### src/rtl/tail_light_pkg.sv
// Shared mode encodings and the thermometer-pattern helper for the tail-light sequencer.
package tail_light_pkg;

   typedef enum logic [1:0] {
      MODE_OFF   = 2'd0,
      MODE_LEFT  = 2'd1,
      MODE_RIGHT = 2'd2,
      MODE_HAZ   = 2'd3
   } mode_t;

   // Lowest `seq` bits set; wide enough for the 8-lamp maximum, callers slice to LAMPS.
   function automatic logic [7:0] therm(input logic [3:0] seq);
      logic [8:0] t;
      t = (9'd1 << seq) - 9'd1;
      return t[7:0];
   endfunction

endpackage

### src/rtl/tail_light_tick_gen.sv
// Prescaler producing a one-cycle tick every TICK_DIV clocks; restart clears the count.
module tail_light_tick_gen #(
   parameter int TICK_DIV = 4
) (
   input  logic clk,
   input  logic reset,
   input  logic restart,
   output logic tick
);

   localparam int CNT_W = (TICK_DIV > 2) ? $clog2(TICK_DIV) : 1;
   localparam logic [CNT_W-1:0] CNT_MAX = CNT_W'(TICK_DIV - 1);

   logic [CNT_W-1:0] cnt;

   assign tick = (cnt == CNT_MAX);

   always_ff @(posedge clk) begin
      if (!reset) begin
         cnt <= '0;
      end else if (restart || tick) begin
         cnt <= '0;
      end else begin
         cnt <= cnt + CNT_W'(1);
      end
   end

endmodule

### src/rtl/tail_light_sequencer.sv
// Tail-light controller: sequential turn signals, brake override, hazard flash and PWM dimming.
module tail_light_sequencer
   import tail_light_pkg::*;
#(
   parameter int LAMPS    = 3,
   parameter int TICK_DIV = 4,
   parameter int DIM_BITS = 4,
   parameter int DIM_DUTY = 4
) (
   input  logic             clk,
   input  logic             reset,
   input  logic             brake,
   input  logic             hazard,
   input  logic             left,
   input  logic             right,
   input  logic             lights,
   output logic [LAMPS-1:0] lamp_l,
   output logic [LAMPS-1:0] lamp_r,
   output logic             step
);

   localparam int SEQ_W = $clog2(LAMPS + 1);
   localparam logic [SEQ_W-1:0]    SEQ_MAX = SEQ_W'(LAMPS);
   localparam logic [DIM_BITS-1:0] DUTY    = DIM_BITS'(DIM_DUTY);
   localparam logic [LAMPS-1:0]    ALL_ON  = '1;

   mode_t               mode;
   mode_t               mode_dec;
   logic [SEQ_W-1:0]    seq;
   logic                flash;
   logic [DIM_BITS-1:0] pwm;
   logic                tick;
   logic                restart;
   logic                dim;
   logic [7:0]          therm_full;
   logic [LAMPS-1:0]    therm_v;
   logic [LAMPS-1:0]    brake_v;
   logic [LAMPS-1:0]    raw_l;
   logic [LAMPS-1:0]    raw_r;

   tail_light_tick_gen #(.TICK_DIV(TICK_DIV)) u_tick (
      .clk     (clk),
      .reset   (reset),
      .restart (restart),
      .tick    (tick)
   );

   assign restart    = (mode_dec != mode);
   assign therm_full = therm(4'(seq));
   assign therm_v    = therm_full[LAMPS-1:0];
   assign brake_v    = brake ? ALL_ON : '0;
   assign dim        = lights && (pwm < DUTY);

   always_comb begin
      mode_dec = MODE_OFF;
      if (hazard || (left && right)) begin
         mode_dec = MODE_HAZ;
      end else if (left) begin
         mode_dec = MODE_LEFT;
      end else if (right) begin
         mode_dec = MODE_RIGHT;
      end else begin
         mode_dec = MODE_OFF;
      end
   end

   // Brake forces the non-turning side on; in hazard it also beats the flash.
   always_comb begin
      raw_l = '0;
      raw_r = '0;
      case (mode)
         MODE_OFF: begin
            raw_l = brake_v;
            raw_r = brake_v;
         end
         MODE_LEFT: begin
            raw_l = therm_v;
            raw_r = brake_v;
         end
         MODE_RIGHT: begin
            raw_l = brake_v;
            raw_r = therm_v;
         end
         MODE_HAZ: begin
            raw_l = (brake || flash) ? ALL_ON : '0;
            raw_r = raw_l;
         end
         default: begin
            raw_l = '0;
            raw_r = '0;
         end
      endcase
   end

   // A mode change restarts the pattern and takes precedence over a coincident tick.
   always_ff @(posedge clk) begin
      if (!reset) begin
         mode   <= MODE_OFF;
         seq    <= '0;
         flash  <= 1'b0;
         pwm    <= '0;
         lamp_l <= '0;
         lamp_r <= '0;
         step   <= 1'b0;
      end else begin
         pwm    <= pwm + DIM_BITS'(1);
         step   <= tick;
         lamp_l <= raw_l | {LAMPS{dim}};
         lamp_r <= raw_r | {LAMPS{dim}};
         if (restart) begin
            mode  <= mode_dec;
            seq   <= '0;
            flash <= 1'b0;
         end else if (tick) begin
            seq   <= (seq == SEQ_MAX) ? '0 : seq + SEQ_W'(1);
            flash <= (mode == MODE_HAZ) ? ~flash : flash;
         end else begin
            seq   <= seq;
            flash <= flash;
         end
      end
   end

endmodule

### config.mk
export PLATFORM = sky130hd
export DESIGN_NAME = tail_light_sequencer
export DESIGN_NICKNAME = d
export VERILOG_FILES = /design/src/rtl/tail_light_pkg.sv /design/src/rtl/tail_light_tick_gen.sv /design/src/rtl/tail_light_sequencer.sv
export SDC_FILE = /design/constraint.sdc
export NUM_CORES = 1
export LEC_CHECK = 0
export BUFFER_PORTS_ARGS = -buffer_cell sky130_fd_sc_hd__buf_4
export CORE_MARGIN = 2
export CORE_UTILIZATION = 43
export DETAILED_ROUTE_END_ITERATION = 7
export PLACE_DENSITY = 0.62
export SYNTH_ARGS = -nofsm -noshare
export SYNTH_HDL_FRONTEND = slang
export SYNTH_SLANG_ARGS = --single-unit
### constraint.sdc
create_clock -name clk -period 1.35 [get_ports clk]
set_input_delay 0 -clock clk [delete_from_list [all_inputs] [get_ports clk]]
set_output_delay 0 -clock clk [all_outputs]
set_load 0.05 [all_outputs]
==> results of run 1 <==
[through the flow]
step	instances	hold slack (ps)	instance area, um^2
finish	122	9.59	985
global route	122	0.747	985
CTS	122	2.72	983
detailed placement	115	229	917
global placement	115	225	917
floorplan	79	110	803
[registers in the layout (all words and copies together) (netlist names)]
signal	flops
mode	2
lamp_l	3
flash	1
lamp_r	3
pwm	4
step	1
u_tick.cnt	2
seq	2
[routing by layer]
layer	global-route usage (%)	share of wire, %	vias up
li1	-	-	301
met1	16.0	47	269
met2	24.1	47	13
met3	6.92	5.3	3
met4	5.00	0.64	0
met5	0	0	-
[synthesized netlist by cell type]
master | number | share of area, %
mux2i_1 | 2 | 2.5
inv_1 | 3 | 1.4
a211oi_2 | 1 | 1.6
nor2b_1 | 1 | 0.78
nand3_1 | 5 | 3.1
and4bb_1 | 1 | 1.6
xnor2_1 | 2 | 2.2
o211ai_1 | 1 | 0.93
a2bb2oi_2 | 1 | 1.9
dfxtp_1 | 18 | 45
and2b_1 | 1 | 0.93
and2_1 | 4 | 3.1
or2b_1 | 1 | 0.93
buf_6 | 1 | 1.4
nand3_2 | 1 | 1.2
a21oi_1 | 5 | 3.1
or3b_1 | 1 | 1.1
clkbuf_1 | 1 | 0.47
ha_1 | 6 | 9.3
xor2_1 | 3 | 3.3
nor2_1 | 8 | 3.7
nand2b_1 | 4 | 3.1
o21a_1 | 8 | 7.5
[repair_timing]
action,CTS,global route
hold buffers,3,0
setup endpoints to repair,0,1
hold endpoints to repair,2,0
resized for setup,0,1
[cell families (layout without fill, tap and decap cells)]
group                      after synthesis  count (layout)  synth area share (%)
and+or+nand+nor                         27              27                  19.6
DFF                                     18              18                  44.9
AOI/OAI and AO/OA                       16              16                  15.0
adders and majority gates                6               6                  9.35
xor gates and xnor gates                 5               5                  5.45
buffers and inverters                    5              23                  3.27
muxes                                    2               2                  2.49
[power by group through the flow]
stage,Clock [mW],Sequential [mW],Combinational [mW]
final,0.325,0.576,0.170
after CTS,0.341,0.577,0.172
after global routing,0.367,0.581,0.186
after detailed placement,0,0.589,0.165
after global placement,0,0.589,0.163
after floorplan,0,0.637,0.0668
[final timing paths]
kind | from | to | slack, ps | cells past startpoint
max | seq[1]$_SDFFE_PP0P_ | lamp_l[1]$_SDFF_PN0_ | 150 | 5
max reg2reg | seq[1]$_SDFFE_PP0P_ | lamp_l[1]$_SDFF_PN0_ | 150 | 5
min reg2reg | u_tick.cnt[0]$_SDFF_PP0_ | u_tick.cnt[0]$_SDFF_PP0_ | 440 | 1
min | reset | mode[1]$_SDFFE_PN0P_ | 10 | 2
[area by class of cell]
| type | count | area (um^2) | share of cell area, % |
|---|---|---|---|
| flip-flops and latches | 18 | 362 | 36.7 |
| well taps | 25 | 31.3 | 3.18 |
| clock buffers | 4 | 36.3 | 3.68 |
| inverters | 3 | 11.3 | 1.14 |
| repair buffers | 16 | 128 | 13.0 |
| multi-input cells | 56 | 417 | 42.3 |
==> flow_summary.yaml, run 1 <==
clocking:
  clkSinkCount: 18
  cts_root_buf: "clkbuf_4"
  cts_tree: "yes"
  clockBufferDepth: 2
  clk_latency_ps: 290
  cts-buffers-inserted: 3
  cts.clk_slew.worst_paths_ps: 100
  htree_levels: 1
  post_cts_buffers: 0
setup_path:
  arrival_ps: 1400
  cp_slowest_stage_delay_ps: 390
  crit_chain: "inv_1, ha_1, xor2_1, nor2_1, o21a_1"
  startpoint_type: "flip-flop"
  cp_num_buf_inv: 1
  critPathMaxFanout: 4
  cp.required_ps: 1540
  slowest_stage: "dfxtp_1"
  crit_path_end_kind: "flip-flop"
  cp_top_family: "flip-flops"
  path_class: "reg -> reg"
final_layout:
  fin_util_pct: 56.4
  layout_common_cells: "dfxtp_1, buf_4, nor2_1, o21a_1, ha_1"
  drive_gt1_share_pct: 21.6
  fillCellCount: 173
  layout_commonest_cell: "dfxtp_1"
  fin_nets: 111
  synthToLayoutAreaGrowth_pct: 22.6
  diodes: 0
logic_synthesis:
  syn_area_per_cell_um2: 10.2
  ys_types: 23
  syn_area_um2: 803
  synth_seq_cells: 18
  synth_fp_nets: 92
  ys_warn_count: 0
  yosysSeqAreaShare_pct: 44.9
  synth_cells: 79
power_and_ir_drop:
  powerDensity_mw_per_mm2: 1090
  p_switching_uw: 275
  total_power_mw: 1.07
  pwr-share-clk_pct: 30.3
  peakVddDrop_mv: 0.750
  p_seq_share_pct: 53.8
  p_leak_nw: 0.415
  power.internal_uw: 797
  switching_share_pct: 25.7
  power_frac_comb_pct: 15.9
die:
  die_h_um: 47.2
  fp.dieArea_mm2: 0.00223
  num_rows: 15
  start_util_pct: 46.0
  ios: 14
  core_area_mm2: 0.00175
  die_w_um: 47.2
timing:
  finalHoldViolations: 0
  fin_skew_ps: 6.66
  clock.fmax_mhz: 832
  period_needed_ps: 1200
  finalMaxSlewViolations: 0
  timing.final.ws_setup_ps: 148
  maxSlewHeadroom_pct: 81.3
  rsz0062_at_grt: "false"
  tightest_slew_ps: 281
  finalSetupTns_ps: 0
  period_share_pct: 89.0
  finalSetupViolCount: 0
placement:
  place_ws_ps: 103
  hpwl_um: 915
  portBuffers: 13
  place.gp.congestion: 0.773
route:
  vias: 586
  dr.pass1.iters: 1
  drt_iter0_markers: 0
  post_drt_wl_per_cell_um: 10.2
  routed_wl_um: 1250
  route.detailed.drc: 0
  ant_nets: 0
  avgViaCountPerCell: 4.80
worst_hold_path:
  hold_class: "in -> reg"
global_route:
  grt_start_max_net_pins: 16
  grtUsageTotal_pct: 14.4
  grt_antenna_before_repair: 0
  grt_pass1_wl_um: 2190
  grt-ovfl-total: 0
  grt_pass1_vias: 523
run_status:
  status: "complete, no violations"
job:
  max_cap_viol_count: 0
(Power assumes the default switching activity.)
==> run 2: changes to the inputs <==
ABC_AREA = 1   (was default)
SYNTH_HIERARCHICAL = 1   (was default)
==> flow_summary.yaml, run 2 <==
clocking:
  clockBufferDepth: 2
  cts_root_buf: "clkbuf_4"
  cts-buffers-inserted: 3
  cts_tree: "yes"
  clkSinkCount: 18
  clk_latency_ps: 290
  post_cts_buffers: 0
  htree_levels: 1
  cts.clk_slew.worst_paths_ps: 90
setup_path:
  r2r_slack_ps: 160
  startpoint_type: "flip-flop"
  path_class: "reg -> reg"
  reg2reg_to: "lamp_l[1]$_SDFF_PN0_"
  critPathMaxFanout: 3
  arrival_ps: 1370
  cp.required_ps: 1540
  r2r_start: "seq[1]$_SDFFE_PP0P_"
  ff2ff_path_depth: 6
  crit_path_end_kind: "flip-flop"
die:
  start_util_pct: 46.1
  fp.dieArea_mm2: 0.00221
  ios: 14
  num_rows: 15
  die_h_um: 47.0
  core_area_mm2: 0.00173
  die_w_um: 47.0
logic_synthesis:
  synth-compound-area-share_pct: 5.66
  yosys.area.top_type_share_pct: 45.3
  yosys.area_share.simple_pct: 28.3
  synth_top_cells_by_count: "nor2_1, dfxtp_1, inv_1"
  synth_seq_cells: 18
  synth_fp_nets: 116
  synth-xor-area-share_pct: 3.30
  ys.flop_type: "dfxtp_1"
  yosysTopAreaCell: "dfxtp_1"
  muxShareOfSynthArea_pct: 0
  synth_cells: 103
  synth_edf_count: 0
  synth-async-reset-ratio_pct: 0
  yosysSeqAreaShare_pct: 45.3
  synth-adder-area-share_pct: 9.43
  syn_area_um2: 796
  yosysMostFrequentCell: "nor2_1"
  synth_area_leaders: "dfxtp_1, nor2_1, ha_1, inv_1, nand2_1"
  synth_top_family_by_area: "simple AND/OR/NAND/NOR gates"
  syn_area_per_cell_um2: 7.73
  ys_warn_count: 6
  ys_types: 17
worst_hold_path:
  whs_endpoint: "mode[1]$_SDFFE_PN0P_"
  hold_class: "in -> reg"
  whs_path_depth: 3
  hold_start: "right"
power_and_ir_drop:
  p_leak_nw: 0.484
  powerDensity_mw_per_mm2: 1100
  total_power_mw: 1.07
  peakVddDrop_mv: 0.816
timing:
  period_needed_ps: 1190
  period_share_pct: 87.9
  finalMaxSlewViolations: 0
  finalSetupTns_ps: 0
  finalHoldViolations: 0
  maxSlewHeadroom_pct: 86.4
  rsz0062_at_grt: "false"
  clock.fmax_mhz: 842
  fin_skew_ps: 4.31
  tightest_slew_ps: 204
  finalSetupViolCount: 0
final_layout:
  layout_common_cells: "nor2_1, dfxtp_1, inv_1"
  top_regs: "pwm (4), lamp_l (3), lamp_r (3)"
  largest_reg_flops: 4
  drive_gt1_share_pct: 21.5
  stdcell_area_um2: 972
  diodes: 0
  instances_no_fill: 146
  layout_commonest_cell: "nor2_1"
  top_register: "pwm"
  synthToLayoutAreaGrowth_pct: 22.2
  fin_nets: 135
global_route:
  grt_pass1_wl_um: 2190
  grt_antenna_before_repair: 0
  grt_pass1_vias: 544
  grt_start_max_net_pins: 11
  grt-ovfl-total: 0
  grtUsageTotal_pct: 14.3
job:
  max_cap_viol_count: 0
route:
  vias: 640
  dr.pass1.iters: 4
  post_drt_wl_per_cell_um: 8.52
  drt_iter0_markers: 6
  avgViaCountPerCell: 4.38
  ant_nets: 0
  routed_wl_um: 1240
  route.detailed.drc: 0
placement:
  dp.cells: 141
  portBuffers: 13
  hpwl_um: 1010
  dpl_cell_area_um2: 925
  place.gp.congestion: 0.722
run_status:
  status: "complete, no violations"
-- run 2: metrics by stage --
stage / worst slack [ps] / hold WS (ps) / util [%]
finish: 163 / 10.9 / 56.3
global route: 50.6 / 8.00 / 56.3
CTS: 112 / 4.58 / 56.2
detailed placement: 124 / 279 / 53.6
global placement: 183 / 277 / 53.6
floorplan: 232 / 93.5 / -
-- run 2: cells by family (layout without fill, tap and decap cells) --
group                    Yosys count  after routing
flip-flops                        18             18
XOR/XNOR                           3              3
AO/OA/AOI/OAI                      8              8
adder cells (fa/ha/maj)            6              6
buffers and inverters             17             35
AND/OR/NAND/NOR                   51             51
-- run 2: worst max-delay path: stages, from the launching register on --
cell and delay (ps):
dfxtp_1 370, inv_1 80, ha_1 220, xor2_1 190
nor2_1 60, nor2_1 120, nor2_1 50
-- run 2: power by group --
part           switching [mW]  internal [mW]  total [mW]
registers              0.0137          0.560       0.573
logic                   0.119         0.0620       0.181
clock network           0.152          0.164       0.316
-- run 2: worst max-delay path by stage --
| stage | startpoint | to | depth (start not counted) |
|---|---|---|---|
| 3_5_place_dp | seq[0]$_SDFFE_PP0P_ | lamp_l[1]$_SDFF_PN0_ | 6 |
| 6_report | seq[1]$_SDFFE_PP0P_ | lamp_l[1]$_SDFF_PN0_ | 6 |
| 4_1_cts | seq[0]$_SDFFE_PP0P_ | lamp_l[1]$_SDFF_PN0_ | 6 |
| 5_1_grt | seq[1]$_SDFFE_PP0P_ | lamp_l[1]$_SDFF_PN0_ | 6 |
| 2_1_floorplan | seq[0]$_SDFFE_PP0P_ | lamp_l[1]$_SDFF_PN0_ | 6 |
| 3_3_place_gp | seq[0]$_SDFFE_PP0P_ | lamp_r[1]$_SDFF_PN0_ | 6 |
-- run 2: layout make-up --
cell class / instances / area (um^2)
Clock buffer: 4 / 36.3
Fill cell: 176 / 754
Inverter: 17 / 63.8
Multi-Input combinational cell: 68 / 372
Sequential cell: 18 / 362
Tap cell: 25 / 31.3
Timing Repair Buffer: 14 / 108
-- run 2: what timing repair did --
item / CTS / global route
setup endpoints to repair: 0 / 1
hold endpoints to repair: 3 / 0
hold buffers: 1 / 0
resized for setup: 0 / 1
-- run 2: routing by layer --
layer / vias to the layer above / share of wire, % / GRT usage [%]
li1: 353 / - / -
met3: 2 / 5.9 / 6.92
met4: 0 / 0.64 / 3.33
met5: - / 0 / 0
met2: 14 / 43 / 22.7
met1: 271 / 50 / 17.6
